===== src/rtl/jtframe_dpram_arb_pkg.sv =====
// Shared definitions for the dual-port RAM arbiter.
//   state_t : arbiter FSM encoding (IDLE, ISSUE, READ, CLEAR), 2 bits wide.
//   REQ_A / REQ_B : requester-select values used for the grant record and
//                   the round-robin pointer.
package jtframe_dpram_arb_pkg;

    typedef enum logic [1:0] {
        IDLE  = 2'd0,
        ISSUE = 2'd1,
        READ  = 2'd2,
        CLEAR = 2'd3
    } state_t;

    localparam logic REQ_A = 1'b0;
    localparam logic REQ_B = 1'b1;

endpackage


===== src/rtl/jtframe_rr2.sv =====
// Two-way round-robin grant.
//   clk, rst_n : clock and synchronous active-low reset
//   pend_a/b   : requester has an outstanding access
//   advance    : a grant is being taken this cycle
//   grant      : one-hot grant, bit 0 = A, bit 1 = B (combinational)
// The pointer only moves when both requesters compete, so a lone requester
// never steals the turn of the other one.
module jtframe_rr2
    import jtframe_dpram_arb_pkg::*;
(
    input  logic       clk,
    input  logic       rst_n,
    input  logic       pend_a,
    input  logic       pend_b,
    input  logic       advance,
    output logic [1:0] grant
);

    logic ptr_q;
    logic ptr_d;

    // Grant and pointer update live in separate blocks: advance is derived
    // from grant in the parent, so mixing them would form a block-level loop.
    always_comb begin
        grant = 2'b00;
        if (pend_a && pend_b) begin
            grant = (ptr_q == REQ_A) ? 2'b01 : 2'b10;
        end else if (pend_a) begin
            grant = 2'b01;
        end else if (pend_b) begin
            grant = 2'b10;
        end
    end

    always_comb begin
        ptr_d = ptr_q;
        if (advance && pend_a && pend_b) begin
            ptr_d = ~ptr_q;
        end
    end

    always_ff @(posedge clk) begin
        if (!rst_n) begin
            ptr_q <= REQ_A;
        end else begin
            ptr_q <= ptr_d;
        end
    end

endmodule


===== src/rtl/jtframe_dpram_arb.sv =====
// Shares port 0 of a jtframe_dual_ram_cen (cen high) between requesters A and
// B; port 1 stays free for a fixed-latency consumer such as a video scan.
// Optional clear engine, enabled by the macro JTFRAME_DPRAM_ARB_CLEAR_EN,
// fills the RAM with CLRVAL after reset and on a rising clr.
//
// Ports:
//   clk, rst_n          clock, synchronous active-low reset
//   x_cs/x_addr/x_wr/x_din/x_dout/x_ok (x = a, b)   requester interfaces
//   ram_addr/ram_data/ram_we   registered drive of RAM port 0
//   ram_q               RAM port 0 read data (registered inside the RAM)
//   clr                 rising edge restarts the clear engine
//   busy                high while clearing
//   dbg_state           current FSM state
//
// Handshake: a requester raises x_cs (level) with x_addr/x_wr/x_din stable at
// grant; those are sampled once at grant. x_ok rises when the access is done
// and stays high while x_cs stays high; it drops the cycle after x_cs falls.
// A new access needs x_cs low for at least one cycle. An access is pending
// while x_cs & ~x_ok. If x_cs drops before completion the RAM cycle still runs
// but x_ok is not raised.
module jtframe_dpram_arb
    import jtframe_dpram_arb_pkg::*;
#(
    parameter int              dw     = 8,
    parameter int              aw     = 10,
    parameter logic [dw-1:0]   CLRVAL = '0
) (
    input  logic          clk,
    input  logic          rst_n,
    input  logic          a_cs,
    input  logic [aw-1:0] a_addr,
    input  logic          a_wr,
    input  logic [dw-1:0] a_din,
    output logic [dw-1:0] a_dout,
    output logic          a_ok,
    input  logic          b_cs,
    input  logic [aw-1:0] b_addr,
    input  logic          b_wr,
    input  logic [dw-1:0] b_din,
    output logic [dw-1:0] b_dout,
    output logic          b_ok,
    output logic [aw-1:0] ram_addr,
    output logic [dw-1:0] ram_data,
    output logic          ram_we,
    input  logic [dw-1:0] ram_q,
    input  logic          clr,
    output logic          busy,
    output state_t        dbg_state
);

`ifdef JTFRAME_DPRAM_ARB_CLEAR_EN
    localparam logic CLEAR_EN = 1'b1;
`else
    localparam logic CLEAR_EN = 1'b0;
`endif

    state_t        state_q,    state_d;
    logic          sel_q,      sel_d;
    logic [aw-1:0] ram_addr_q, ram_addr_d;
    logic [dw-1:0] ram_data_q, ram_data_d;
    logic          ram_we_q,   ram_we_d;
    logic [dw-1:0] a_dout_q,   a_dout_d;
    logic [dw-1:0] b_dout_q,   b_dout_d;
    logic          a_ok_q,     a_ok_d;
    logic          b_ok_q,     b_ok_d;
    logic          busy_q,     busy_d;
    // One extra bit so the step past the last address is visible as a carry.
    logic [aw:0]   cnt_q,      cnt_d;
    logic          clr_prev_q, clr_prev_d;
    logic          clr_pend_q, clr_pend_d;

    logic          pend_a;
    logic          pend_b;
    logic [1:0]    grant;
    logic          clr_rise;
    logic          clear_go;
    logic          advance;

    assign pend_a   = a_cs & ~a_ok_q;
    assign pend_b   = b_cs & ~b_ok_q;
    assign clr_rise = CLEAR_EN & clr & ~clr_prev_q;
    // clr_pend_q also carries the post-reset clear request.
    assign clear_go = clr_pend_q | clr_rise;
    assign advance  = (state_q == IDLE) && !clear_go && (grant != 2'b00);

    jtframe_rr2 u_rr2 (
        .clk     (clk),
        .rst_n   (rst_n),
        .pend_a  (pend_a),
        .pend_b  (pend_b),
        .advance (advance),
        .grant   (grant)
    );

    always_comb begin
        state_d    = state_q;
        sel_d      = sel_q;
        ram_addr_d = ram_addr_q;
        ram_data_d = ram_data_q;
        ram_we_d   = ram_we_q;
        a_dout_d   = a_dout_q;
        b_dout_d   = b_dout_q;
        a_ok_d     = a_ok_q & a_cs;
        b_ok_d     = b_ok_q & b_cs;
        busy_d     = busy_q;
        cnt_d      = cnt_q;
        clr_prev_d = clr;
        clr_pend_d = clr_pend_q | clr_rise;

        case (state_q)
            IDLE: begin
                ram_we_d = 1'b0;
                if (clear_go) begin
                    state_d    = CLEAR;
                    busy_d     = 1'b1;
                    cnt_d      = '0;
                    ram_addr_d = '0;
                    ram_data_d = CLRVAL;
                    ram_we_d   = 1'b1;
                    clr_pend_d = 1'b0;
                end else if (advance) begin
                    state_d = ISSUE;
                    if (grant[1]) begin
                        sel_d      = REQ_B;
                        ram_addr_d = b_addr;
                        ram_data_d = b_din;
                        ram_we_d   = b_wr;
                    end else begin
                        sel_d      = REQ_A;
                        ram_addr_d = a_addr;
                        ram_data_d = a_din;
                        ram_we_d   = a_wr;
                    end
                end
            end
            ISSUE: begin
                // RAM takes the address now; the write pulse ends here.
                ram_we_d = 1'b0;
                state_d  = READ;
            end
            READ: begin
                // Registered RAM output is valid; on writes it is the old data.
                if (sel_q == REQ_A) begin
                    a_dout_d = ram_q;
                    a_ok_d   = a_cs;
                end else begin
                    b_dout_d = ram_q;
                    b_ok_d   = b_cs;
                end
                state_d = IDLE;
            end
            CLEAR: begin
                ram_we_d   = 1'b1;
                ram_data_d = CLRVAL;
                if (clr_rise) begin
                    cnt_d      = '0;
                    ram_addr_d = '0;
                    clr_pend_d = 1'b0;
                end else begin
                    cnt_d = cnt_q + 1'b1;
                    if (cnt_d[aw]) begin
                        ram_we_d = 1'b0;
                        busy_d   = 1'b0;
                        state_d  = IDLE;
                    end else begin
                        ram_addr_d = cnt_d[aw-1:0];
                    end
                end
            end
            default: begin
                state_d = IDLE;
            end
        endcase
    end

    always_ff @(posedge clk) begin
        if (!rst_n) begin
            state_q    <= IDLE;
            sel_q      <= REQ_A;
            ram_addr_q <= '0;
            ram_data_q <= '0;
            ram_we_q   <= 1'b0;
            a_dout_q   <= '0;
            b_dout_q   <= '0;
            a_ok_q     <= 1'b0;
            b_ok_q     <= 1'b0;
            busy_q     <= 1'b0;
            cnt_q      <= '0;
            clr_prev_q <= 1'b0;
            clr_pend_q <= CLEAR_EN;
        end else begin
            state_q    <= state_d;
            sel_q      <= sel_d;
            ram_addr_q <= ram_addr_d;
            ram_data_q <= ram_data_d;
            ram_we_q   <= ram_we_d;
            a_dout_q   <= a_dout_d;
            b_dout_q   <= b_dout_d;
            a_ok_q     <= a_ok_d;
            b_ok_q     <= b_ok_d;
            busy_q     <= busy_d;
            cnt_q      <= cnt_d;
            clr_prev_q <= clr_prev_d;
            clr_pend_q <= clr_pend_d;
        end
    end

    assign ram_addr  = ram_addr_q;
    assign ram_data  = ram_data_q;
    assign ram_we    = ram_we_q;
    assign a_dout    = a_dout_q;
    assign b_dout    = b_dout_q;
    assign a_ok      = a_ok_q;
    assign b_ok      = b_ok_q;
    assign busy      = CLEAR_EN ? busy_q : 1'b0;
    assign dbg_state = state_q;

endmodule


===== config.mk =====
export PLATFORM = sky130hd
export DESIGN_NAME = jtframe_dpram_arb
export DESIGN_NICKNAME = d
export VERILOG_FILES = /design/src/rtl/jtframe_dpram_arb_pkg.sv /design/src/rtl/jtframe_rr2.sv /design/src/rtl/jtframe_dpram_arb.sv
export SDC_FILE = /design/constraint.sdc
export NUM_CORES = 1
export LEC_CHECK = 0
export ABC_AREA = 1
export CAP_MARGIN = 20
export CORE_MARGIN = 1
export CORE_UTILIZATION = 60
export DETAILED_ROUTE_END_ITERATION = 10
export DONT_BUFFER_PORTS = 1
export PLACE_DENSITY = 0.76
export SLEW_MARGIN = 20
export SYNTH_ARGS = -nofsm -noshare
export SYNTH_HDL_FRONTEND = slang
export SYNTH_HIERARCHICAL = 1
export SYNTH_SLANG_ARGS = --single-unit
export TNS_END_PERCENT = 1

===== constraint.sdc =====
create_clock -name clk -period 2.47 [get_ports clk]
set_input_delay 0.494 -clock clk [delete_from_list [all_inputs] [get_ports clk]]
set_output_delay 0.494 -clock clk [all_outputs]
set_load 0.005 [all_outputs]

==> qor.txt <==
fraction of registers with async set/reset - 0%
post-synth top area cell - sky130_fd_sc_hd__dfxtp_1
placement row count - 23
register-to-register path setup slack - 0.72 ns
CP Launch Type - flop
reg2reg start - cnt_q[0]
unrepaired setup endpoints after global routing - no
number of hold-repair buffers added at the cts stage - 0
Max-Slew Margin vs Limit - 57.51%
R2R depth - 10
required time at the worst-slack endpoint - 2.69 ns
outcome - finished, final reports clean
area share of the largest cell type after synthesis - 41.96%
clock sinks - 52
number of enable flip-flop cells after synthesis - 0
area added between synthesis and finish - 3.732%
level count of the clock H-tree - 2
number of DRC violations after detailed routing - 0
cell types occupying the most area after synthesis - sky130_fd_sc_hd__dfxtp_1, sky130_fd_sc_hd__nand2_1, sky130_fd_sc_hd__a21oi_1, sky130_fd_sc_hd__nor2_1, sky130_fd_sc_hd__nand3_1
global route total overflow - 0
vertical die dimension - 66.31 microns
final setup violation count - 0
later-pin clock latency in the skew report - 0.31 ns
distinct cell type count of the synthesized netlist - 28
min Tclk post-route - 1.747 ns
TritonCTS Buffers - 5
cts repair resizes - 0
Main synth FF type - sky130_fd_sc_hd__dfxtp_1
final layout net count - 410
Post-Synthesis Net Count - 415
WP data arrival - 1.96 ns
clock tree from TritonCTS - yes
Max Root-Sink Buffers - 2
post-synthesis average cell area - 6.835 sq um
routed length per placed instance - 13.75 microns
synthesized area - 2481 sq um
Comb pwr share - 15.0%
total of buffers placed on input and output ports - 0
switching power summed over all nets - 0.4936 mW
Max Fclk - 572.5 MHz
post-route ant nets - 0
initial detailed-routing violation count - 136
internal power - 1.189 mW
Placeable Area - 3971 sq um
total wire length - 5622 microns
setup_tns - 0 ns
#FFs+latches synth - 52
total setup buffers inserted after CTS - 0
start point of the critical path - cnt_q[0]
Leakage Power - 0.9925 nW
Clk network pwr share - 29.0%
capture point of the critical path - ram_addr[9]
Antenna diodes - 0
boundary pin count - 91
cell count after synthesis - 363
Seq pwr share - 56.1%
share of post-route cells with drive strength above 1 - 6.685%
master cell of the clock root buffer - sky130_fd_sc_hd__clkbuf_8
number of failing hold endpoints at the final stage - 0
CP Class - reg -> reg
end of the worst register-to-register path - ram_addr[9]
post-route fraction of the period consumed by the critical path - 70.72%
Placer Congestion - 0.8184
Die ar. - 4396 sq um
final core utilization - 64.81%
fraction of the yosys area taken by sequential cells - 41.96%
clock skew after layout - 0.006139 ns
Worst setup EP type - flop
Worst Path Max Fanout - 17
total count of max-transition violations in the final report - 0
maximum number of pins on one net before global-route repair - 38
1st-pass router iterations - 4
overall global routing resource usage - 26.20%
fraction of power spent switching nets - 29.33%
starting density of the core - 62.48%
Worst Max-Slew Pin Slew - 0.6364 ns
highest ir drop seen on vdd - 402.8 uV
first-pass GRT wire length - 8597 microns
power density over the cells - 653.9 nW/um^2
worst min-delay path class - in -> reg
vias per inst - 5.518
clock-pin slew on the worst setup and hold paths - 0.10 ns
Fillers - 374
number of warnings reported in the yosys synthesis log - 6
max_cap viols - 0
number of vias after detailed routing - 2257
HPWL after detailed placement - 4055 microns
floorplan die width - 66.31 microns
number of global-route vias before repair - 1944
antenna violations before repair - 0
-- layout make-up --
cell class | instances | area, sq um | area share [%]
Clock buffer | 6 | 72.57 | 2.820
Clock inverter | 2 | 16.27 | 0.6320
Inverter | 24 | 90.09 | 3.500
Multi-Input combinational cell | 270 | 1254 | 48.71
Sequential cell | 52 | 1041 | 40.45
Tap cell | 50 | 62.56 | 2.431
Timing Repair Buffer | 5 | 37.54 | 1.458
-- placed cells by master (no fill, tap or decap) --
master	n
sky130_fd_sc_hd__inv_2	1
sky130_fd_sc_hd__o21a_1	1
sky130_fd_sc_hd__or2_2	2
sky130_fd_sc_hd__nand3_2	2
sky130_fd_sc_hd__and2_2	1
sky130_fd_sc_hd__a21oi_1	47
sky130_fd_sc_hd__nand2_1	97
sky130_fd_sc_hd__nor2_1	46
sky130_fd_sc_hd__ha_1	1
sky130_fd_sc_hd__a21boi_1	1
sky130_fd_sc_hd__a31oi_1	1
sky130_fd_sc_hd__clkbuf_8	5
sky130_fd_sc_hd__o21ai_0	20
sky130_fd_sc_hd__o21ai_1	1
sky130_fd_sc_hd__nand2_2	3
sky130_fd_sc_hd__nand3b_1	6
sky130_fd_sc_hd__nand3_4	1
sky130_fd_sc_hd__a211oi_1	2
sky130_fd_sc_hd__clkinvlp_4	1
sky130_fd_sc_hd__clkbuf_1	1
sky130_fd_sc_hd__conb_1	1
sky130_fd_sc_hd__buf_4	5
sky130_fd_sc_hd__clkinv_4	1
sky130_fd_sc_hd__nor2_2	2
sky130_fd_sc_hd__dfxtp_1	52
sky130_fd_sc_hd__nand3_1	29
sky130_fd_sc_hd__o21bai_1	3
sky130_fd_sc_hd__inv_1	21
sky130_fd_sc_hd__clkinv_1	2
sky130_fd_sc_hd__o211ai_1	3
-- worst min path at each step --
stage          startpoint     endpoint  slack (ns)  cells after the start
2_1_floorplan   cnt_q[10]    cnt_q[10]        0.45                      2
3_3_place_gp    cnt_q[10]    cnt_q[10]        0.46                      2
3_5_place_dp    cnt_q[10]    cnt_q[10]        0.47                      2
4_1_cts             rst_n  ram_addr[5]        0.29                      2
5_1_grt             rst_n  ram_addr[6]        0.29                      2
6_report            rst_n  ram_addr[1]        0.29                      2
-- flip-flops by register name, indices dropped and copies added (netlist names) --
| register | flops |
|---|---|
| ram_addr | 10 |
| a_dout | 8 |
| cnt_q | 11 |
| u_rr2/ptr_q | 1 |
| a_ok | 1 |
| ram_data | 8 |
| ram_we | 1 |
| b_ok | 1 |
| dbg_state | 2 |
| sel_q | 1 |
| b_dout | 8 |
-- power by group through the flow --
| stage | clock network [mW] | logic [mW] | registers (mW) |
|---|---|---|---|
| after CTS | 0.497 | 0.252 | 0.945 |
| after floorplan | 0 | 0.216 | 0.947 |
| final | 0.487 | 0.252 | 0.944 |
| after global routing | 0.523 | 0.291 | 0.952 |
| after global placement | 0 | 0.245 | 0.963 |
| after detailed placement | 0 | 0.251 | 0.964 |
-- kinds of logic (layout without fill, tap and decap cells) --
group	Yosys count	after routing	synth area share, %
flip-flops	52	52	41.96
other	1	1	0.1511
AND/OR/NAND/NOR	189	189	32.88
buffers and inverters	41	37	7.514
adder cells (fa/ha/maj)	1	1	0.5042
AO/OA/AOI/OAI	79	79	16.99
-- critical path, stage by stage (launching register included) --
cell	delay, ns
sky130_fd_sc_hd__dfxtp_1	0.40
sky130_fd_sc_hd__ha_1	0.24
sky130_fd_sc_hd__nand3_2	0.11
sky130_fd_sc_hd__nor2_2	0.15
sky130_fd_sc_hd__nand2_1	0.08
sky130_fd_sc_hd__nand2_2	0.08
sky130_fd_sc_hd__nand3_4	0.18
sky130_fd_sc_hd__nand2_2	0.20
sky130_fd_sc_hd__inv_1	0.08
sky130_fd_sc_hd__nor2_1	0.09
sky130_fd_sc_hd__nor2_1	0.04
-- stage by stage --
step	instances	instance area (sq um)	total power, mW	setup slack (ns)	hold WS, ns
floorplan	363	2481	1.163	0.7172	0.4532
global placement	401	2485	1.208	0.6310	0.4650
detailed placement	401	2485	1.215	0.5833	0.4691
CTS	409	2574	1.694	0.7276	0.2888
global route	409	2574	1.767	0.5524	0.2939
finish	409	2574	1.683	0.7233	0.2937
-- metal layers --
metal / part of all wire, % / track usage, % / vias up
li1: - / - / 1174
met1: 44 / 32.94 / 1002
met2: 46 / 41.96 / 74
met3: 9.0 / 7.931 / 7
met4: 1.3 / 9.574 / 0
met5: 0 / 0 / -
-- cell usage after synthesis, types with 3 or more instances --
cell	number
sky130_fd_sc_hd__o211ai_1	3
sky130_fd_sc_hd__nor2_1	46
sky130_fd_sc_hd__nand2_1	97
sky130_fd_sc_hd__dfxtp_1	52
sky130_fd_sc_hd__buf_2	8
sky130_fd_sc_hd__o21bai_1	3
sky130_fd_sc_hd__o21ai_0	21
sky130_fd_sc_hd__inv_1	21
sky130_fd_sc_hd__clkbuf_1	5
sky130_fd_sc_hd__nand3_1	29
sky130_fd_sc_hd__nand3b_1	6
sky130_fd_sc_hd__a21oi_1	47
sky130_fd_sc_hd__nand2_2	3
(Power assumes the default switching activity.)
